**src/rtl/dispatch_rs_ctrl.sv**
```systemverilog
// Dispatch reserve-stack sequencing controller: push/stall/flush control,
// decode back-pressure, stall statistics and a dispatch-hang watchdog.
module dispatch_rs_ctrl #(
    parameter int FLUSH_CYCLES = 2,
    parameter int CNT_W        = 16,
    parameter int MAX_STALL    = 255
) (
    input  logic             clk,
    input  logic             rst_n,
    input  logic             dec_valid_i,
    input  logic             hazard_stall_i,
    input  logic             ex_busy_i,
    input  logic             redirect_i,
    input  logic             fifo_full_i,
    output logic             push_req_o,
    output logic             fifo_stall_o,
    output logic             fifo_flush_o,
    output logic             dec_stall_o,
    output logic [1:0]       state_o,
    output logic [CNT_W-1:0] cur_stall_o,
    output logic [CNT_W-1:0] tot_stall_o,
    output logic             watchdog_o
);

    localparam int FW = (FLUSH_CYCLES > 1) ? $clog2(FLUSH_CYCLES) : 1;
    localparam logic [FW-1:0]    FL_LAST = FW'(FLUSH_CYCLES - 1);
    localparam logic [CNT_W-1:0] MAX_C   = CNT_W'(MAX_STALL);
    localparam logic [CNT_W-1:0] ALL1    = '1;

    typedef enum logic [1:0] {
        RUN     = 2'd0,
        STALL   = 2'd1,
        FLUSH   = 2'd2,
        RECOVER = 2'd3
    } state_t;

    state_t            state_q, state_d;
    logic [FW-1:0]     fcnt_q, fcnt_d;
    logic [CNT_W-1:0]  cur_q, cur_d;
    logic [CNT_W-1:0]  tot_q, tot_d;
    logic              wd_q, wd_d;
    logic              stall_c;
    logic              stay_stall;

    assign stall_c = hazard_stall_i | ex_busy_i;

    always_comb begin
        state_d      = state_q;
        push_req_o   = 1'b0;
        fifo_stall_o = 1'b0;
        fifo_flush_o = 1'b0;
        unique case (state_q)
            RUN: begin
                fifo_stall_o = stall_c;
                push_req_o   = dec_valid_i & stall_c & ~fifo_full_i;
                if (redirect_i)   state_d = FLUSH;
                else if (stall_c) state_d = STALL;
            end
            STALL: begin
                fifo_stall_o = stall_c;
                push_req_o   = dec_valid_i & ~fifo_full_i;
                if (redirect_i)    state_d = FLUSH;
                else if (!stall_c) state_d = RUN;
            end
            FLUSH: begin
                fifo_flush_o = 1'b1;
                fifo_stall_o = 1'b1;
                if (!redirect_i && fcnt_q == FL_LAST) state_d = RECOVER;
            end
            RECOVER: begin
                fifo_stall_o = 1'b1;
                state_d      = redirect_i ? FLUSH : RUN;
            end
            default: state_d = RUN;
        endcase
    end

    // A redirect inside FLUSH restarts the count, so the flush window is
    // always a full FLUSH_CYCLES after the most recent redirect.
    always_comb begin
        fcnt_d = '0;
        if (state_q == FLUSH && !redirect_i && state_d == FLUSH)
            fcnt_d = fcnt_q + FW'(1);
    end

    assign stay_stall = (state_q == STALL) && (state_d == STALL);

    always_comb begin
        cur_d = '0;
        tot_d = tot_q;
        wd_d  = wd_q;
        if (stay_stall) begin
            cur_d = (cur_q == ALL1) ? cur_q : cur_q + CNT_W'(1);
            if (tot_q != ALL1) tot_d = tot_q + CNT_W'(1);
        end
        if (redirect_i)
            wd_d = 1'b0;
        else if (stay_stall && cur_d == MAX_C)
            wd_d = 1'b1;
    end

    always_ff @(posedge clk or negedge rst_n) begin
        if (!rst_n) begin
            state_q <= RUN;
            fcnt_q  <= '0;
            cur_q   <= '0;
            tot_q   <= '0;
            wd_q    <= 1'b0;
        end else begin
            state_q <= state_d;
            fcnt_q  <= fcnt_d;
            cur_q   <= cur_d;
            tot_q   <= tot_d;
            wd_q    <= wd_d;
        end
    end

    assign dec_stall_o = fifo_full_i | (state_q == FLUSH);
    assign state_o     = state_q;
    assign cur_stall_o = cur_q;
    assign tot_stall_o = tot_q;
    assign watchdog_o  = wd_q;

endmodule

```
**config.mk**
```make
export PLATFORM = sky130hd
export DESIGN_NAME = dispatch_rs_ctrl
export DESIGN_NICKNAME = d
export VERILOG_FILES = /design/src/rtl/dispatch_rs_ctrl.sv
export SDC_FILE = /design/constraint.sdc
export NUM_CORES = 1
export LEC_CHECK = 0
export BUFFER_PORTS_ARGS = -buffer_cell sky130_fd_sc_hd__buf_2
export CAP_MARGIN = 20
export CORE_MARGIN = 5
export CORE_UTILIZATION = 57
export DETAILED_ROUTE_END_ITERATION = 16
export PLACE_DENSITY = 0.93
export SLEW_MARGIN = 20
export SYNTH_ARGS = -nofsm -noshare
export SYNTH_HDL_FRONTEND = slang
export SYNTH_SLANG_ARGS = --single-unit
```
**constraint.sdc**
```tcl
create_clock -name clk -period 6.78 [get_ports clk]
set_input_delay 0.678 -clock clk [delete_from_list [all_inputs] [get_ports clk]]
set_output_delay 0.678 -clock clk [all_outputs]
set_load 0.02 [all_outputs]
```
Yosys cells after proc, flatten, opt, wreduce, memory -nomap -nowiden. Cells that the tools add are included.

$add $sub $neg: 3. Reduce and logical (&&, ||, !) cells: 11. Equal/unequal tests: 8. Bitwise operators: 6. Muxes and demuxes: 15.

Operators by type and width (number): $add A16 B1 Y16 const B (2); $mux W16 (2); $eq A16 B16 Y1 const B (1); $eq A16 B8 Y1 const B (1); $ne A16 B16 Y1 const B (1); $mux W2 (6); $pmux W2 S4 (1); $eq A2 B2 Y1 const B (3); $logic_and A1 B1 Y1 (5); $eq A2 B1 Y1 const B (2); $mux W1 (4); $pmux W1 S2 (2); $reduce_or A2 Y1 (2); $and A1 B1 Y1 (3); $logic_not A2 Y1 (1); $or A1 B1 Y1 (2); $reduce_and A2 Y1 (1); $reduce_bool A2 Y1 (1); $add A1 B1 Y1 const B (1); $logic_not A1 Y1 (1); $not A1 Y1 (1).

Logic and storage cells: 48. Bits in registers: 36.

Depth between registers and ports, before layout.
Depth after elaboration: 11. Depth in mapped cells: 8. Gate-level depth less buffers: 7.

Worst setup path after synthesis. Ideal clock, no wire load.

Kind: reg2reg. From: reg cur_q[1] (netlist: cur_stall_o[1]). To: reg wd_q (netlist: watchdog_o). Clock period less this slack: 2.464 ns. Stages on the path, launching flop included: 8. Path slack: 4.316 ns. Arrival: 2.368 ns. Setup time: 0.095 ns. Cell sequence: dfrtp_1 -> ha_1 -> nand3_1 -> or4_1 -> a211oi_2 -> o2111ai_1 -> or4b_1 -> o32ai_2.

Cells in the longest elaborated chain, start to end: 6. Elaborated cells between the ends (all ways): 7. Those cells by class: 1 x add/sub; 2 x eq/ne; 2 x mux; 2 x reduce/logical.

RTL lines: start, declared (line 39) `logic [CNT_W-1:0] cur_q, cur_d;`; start signal, assigned (line 112) `cur_q <= cur_d;`; $add A16 B1 Y16 or $eq A16 B16 Y1 (tied branches) (line 93) `cur_d = (cur_q == ALL1) ? cur_q : cur_q + CNT_W'(1);`; $mux W16 (*) (line 93); $mux W16 (*) (line 92) `if (stay_stall) begin`; via cur_d[5] (line 39); $eq A16 B8 Y1 (*) (line 98) `else if (stay_stall && cur_d == MAX_C)`; $logic_and A1 B1 Y1 (*) (line 98); $reduce_bool A2 Y1 (no source line) (*); end signal, assigned (line 114) `wd_q <= wd_d;`; end, declared (line 41) `logic wd_q, wd_d;`.

Mark *: on every way through the listed nets, which the timed path passes. The rest lies on a longest branch. A chain may end at the register's enable or synchronous reset.

Final worst setup path.
From: reg cur_q[0] (netlist: cur_stall_o[0]). To: reg wd_q (netlist: watchdog_o).

Same word-level chain as after synthesis.

==> metrics <==
largest stage delay on the critical path=~550 ps; n_diodes=0; synthesis-to-finish area growth=16.9%; Final Net Count=242; sequential share of power=approximately three fifths; setup tns final=0 ps; share of cells above drive strength 1=28.2%; global-route wire length before repair=around 7.4 mm; Crit Path Max Fanout=10; PortBufs=45; Multi-input gate area=940 um^2; cell count after synthesis=approximately 190; total track usage=approximately a fifth; R2R Setup Slk=4080 ps; clock slew at reported path FFs=around 120 ps; Synth async-reset ratio=100%; RSZ-0062 raised after global routing=false; switching share of power=between 20 and 30%; critical path arrival=just under 3000 ps; Via density=between 5 and 6; Die W=between 60 and 70 um; clock network power share=between 20% and 30%; Pre-antenna DRT Iters=4; Critical Path Source Type=flip-flop; maxcap violations=0; critical path type=reg -> reg; antenna violations before repair=0; fin. max-slew vios=0; Synth top area share=roughly 48%; Leak=between 1 and 1.5 nW; Layout Skew=between 9 and 10 ps; HPWL Detailed=3.21 mm; YS warnings=0; RR Endpoint=watchdog_o; Setup violations, final=0; Syn Nets=approximately 200; CTS tree=built; Final Hold Fails=0; Avg Inst Size Synth=~10 um^2; CP bufs+invs=0; Critical Path Stages=7; #FFs+latches synth=36; Psw=between 0.1 and 0.15 mW; buffer count from post-CTS setup fixing=0; Post-synth top flop=dfrtp_1; leading area contributor after synthesis=dfrtp_1; synth unique cells=47; slew margin rel.=between 40% and 50%; hold_buf cts=0; Residual DRC=0; Seq/Total Area, Yosys=around 48%; core footprint=about 3300 um^2; clock buffer depth=2; mapped cell area=between 1500 and 2000 um^2; Top delay family on crit path=simple AND/OR/NAND/NOR gates; Tcrit/Tclk final=about 40%; Initial DRC Count=between 100 and 150; FILL cells=278; Final ANT Viol Nets=0; H-Tree Depth=2; via count=around 1,600; Boundary Pins=46; status=finished, final reports clean; worst hold-check path type=in -> async; Congestion Overflow GR=0; CTS resizes=0; Worst-Margin Slew=787 ps; TritonCTS Buffers=5; power density over the cells=between 150 and 200 nW/um^2; Num Clock Sinks=36; number of global-route vias before repair=between 1,500 and 2,000; logic gate share of total power=a little over a tenth; DR WL/cell=between 15 and 20 um; Required @ worst endpoint=7030 ps; top cells by count, synth=36 x dfrtp_1, 14 x nand2_1, 14 x xnor2_1; worst hold slack=approximately 400 ps; top cells by area, synth=dfrtp_1 48%, xnor2_1 6.5%, nand3_1 3.2%; CP endpoint=watchdog_o; Die H=approximately 68 um; P_int=0.275 mW; cell with the most instances after synthesis=dfrtp_1; drt total wl=roughly 4.4 mm; CP Capture Type=flip-flop; critical path startpoint=cur_stall_o[0]; Period minus WS final=~2700 ps; cell count of the worst reg-to-reg path=7; R2R Path Start=cur_stall_o[0]; peak supply drop=0.124 mV; FP Rows=21; Worst-Skew Late Latency=roughly 340 ps; Die Area=around 4600 um^2; highest-delay cell along the critical path=dfrtp_1; starting density of the core=57.6%; Root Buffer=clkbuf_4; f_max=approximately 0.37 GHz; final estimated routing congestion in global placement=about 0.9; EDFF count, synth=0; Reg area=between 900 and 1000 um^2; CP cell instances=ha_1, nand3_1, or4_1, a211oi_2, o2111ai_1, or4b_1, o32ai_2; largest net degree at the start of global routing=37; total power=0.383 mW
==> state kept, by name, summed over array words and instances (netlist names) <==
| register | count |
|---|---|
| cur_stall_o | 16 |
| fcnt_q | 1 |
| state_o | 2 |
| tot_stall_o | 16 |
| watchdog_o | 1 |
==> cell families after synthesis <==
kind of cell	count (synthesis)	share of synthesized area (%)
AO/OA/AOI/OAI	34	13.7
XOR/XNOR	18	8.34
adder cells (fa/ha/maj)	2	1.32
buffers and inverters	13	2.65
flip-flops	36	47.7
multiplexers	2	1.13
AND/OR/NAND/NOR	81	25.2
==> cell usage in the layout (no fill, tap or decap), types with 3 or more instances in the layout <==
master and instances:
nor2_1 12, xor2_1 4, a31oi_1 6, and3_1 6, dfrtp_1 36, a211oi_1 6
nand2_1 14, a41oi_1 3, xnor2_1 14, clkbuf_4 5, buf_2 45, and4_1 4
nor3_1 4, o21ai_0 5, a21oi_1 3, and2_1 4, nand2b_1 3, nand3_1 12
inv_1 8, nor4_1 3, nand4_1 4
==> worst min-delay path by stage <==
stage	startpoint	to	cells after the start
after detailed placement	fcnt_q	fcnt_q	1
after floorplan	rst_n	cur_stall_o[0]	0
after global routing	rst_n	tot_stall_o[3]	1
final	rst_n	tot_stall_o[5]	1
after CTS	rst_n	cur_stall_o[0]	1
after global placement	fcnt_q	fcnt_q	1
==> worst reg2reg max path: stages, from the launching register on <==
cell and delay [ps]:
dfrtp_1 550, ha_1 360, nand3_1 130, or4_1 430
a211oi_2 260, o2111ai_1 150, or4b_1 530, o32ai_2 200
==> per-stage QoR <==
stage | util, % | cells | worst slack [ps] | cell area [um^2]
after floorplan | - | 186 | 4320 | 1890
after CTS | 67.3 | 280 | 4100 | 2210
after global placement | 65.6 | 272 | 4120 | 2150
after global routing | 67.3 | 280 | 3860 | 2210
after detailed placement | 65.6 | 272 | 4070 | 2150
final | 67.3 | 280 | 4080 | 2210
==> power groups by stage <==
| stage | registers [mW] | clock network [mW] | logic, mW |
|---|---|---|---|
| finish | 0.229 | 0.113 | 0.0403 |
| detailed placement | 0.233 | 0 | 0.0407 |
| global route | 0.231 | 0.122 | 0.0447 |
| floorplan | 0.239 | 0 | 0.0158 |
| CTS | 0.229 | 0.114 | 0.0409 |
| global placement | 0.233 | 0 | 0.0396 |
==> cell type report <==
| type | count | area share, % |
|---|---|---|
| multi-input cells | 137 | 42.5 |
| clock inverters | 3 | 0.849 |
| well taps | 46 | 2.60 |
| flip-flops and latches | 36 | 40.8 |
| clock buffers | 5 | 1.70 |
| repair buffers | 45 | 10.2 |
| inverters | 8 | 1.36 |
==> routing by layer <==
metal / GRT usage [%] / part of all wire [%] / routed length [um]
met1: 28.8 / 44 / 1940
met2: 34.5 / 48 / 2110
met3: 3.83 / 6.1 / 269
met4: 7.09 / 1.4 / 63
met5: 0 / 0 / 0
Note: power is estimated with default switching activity, not from simulation.
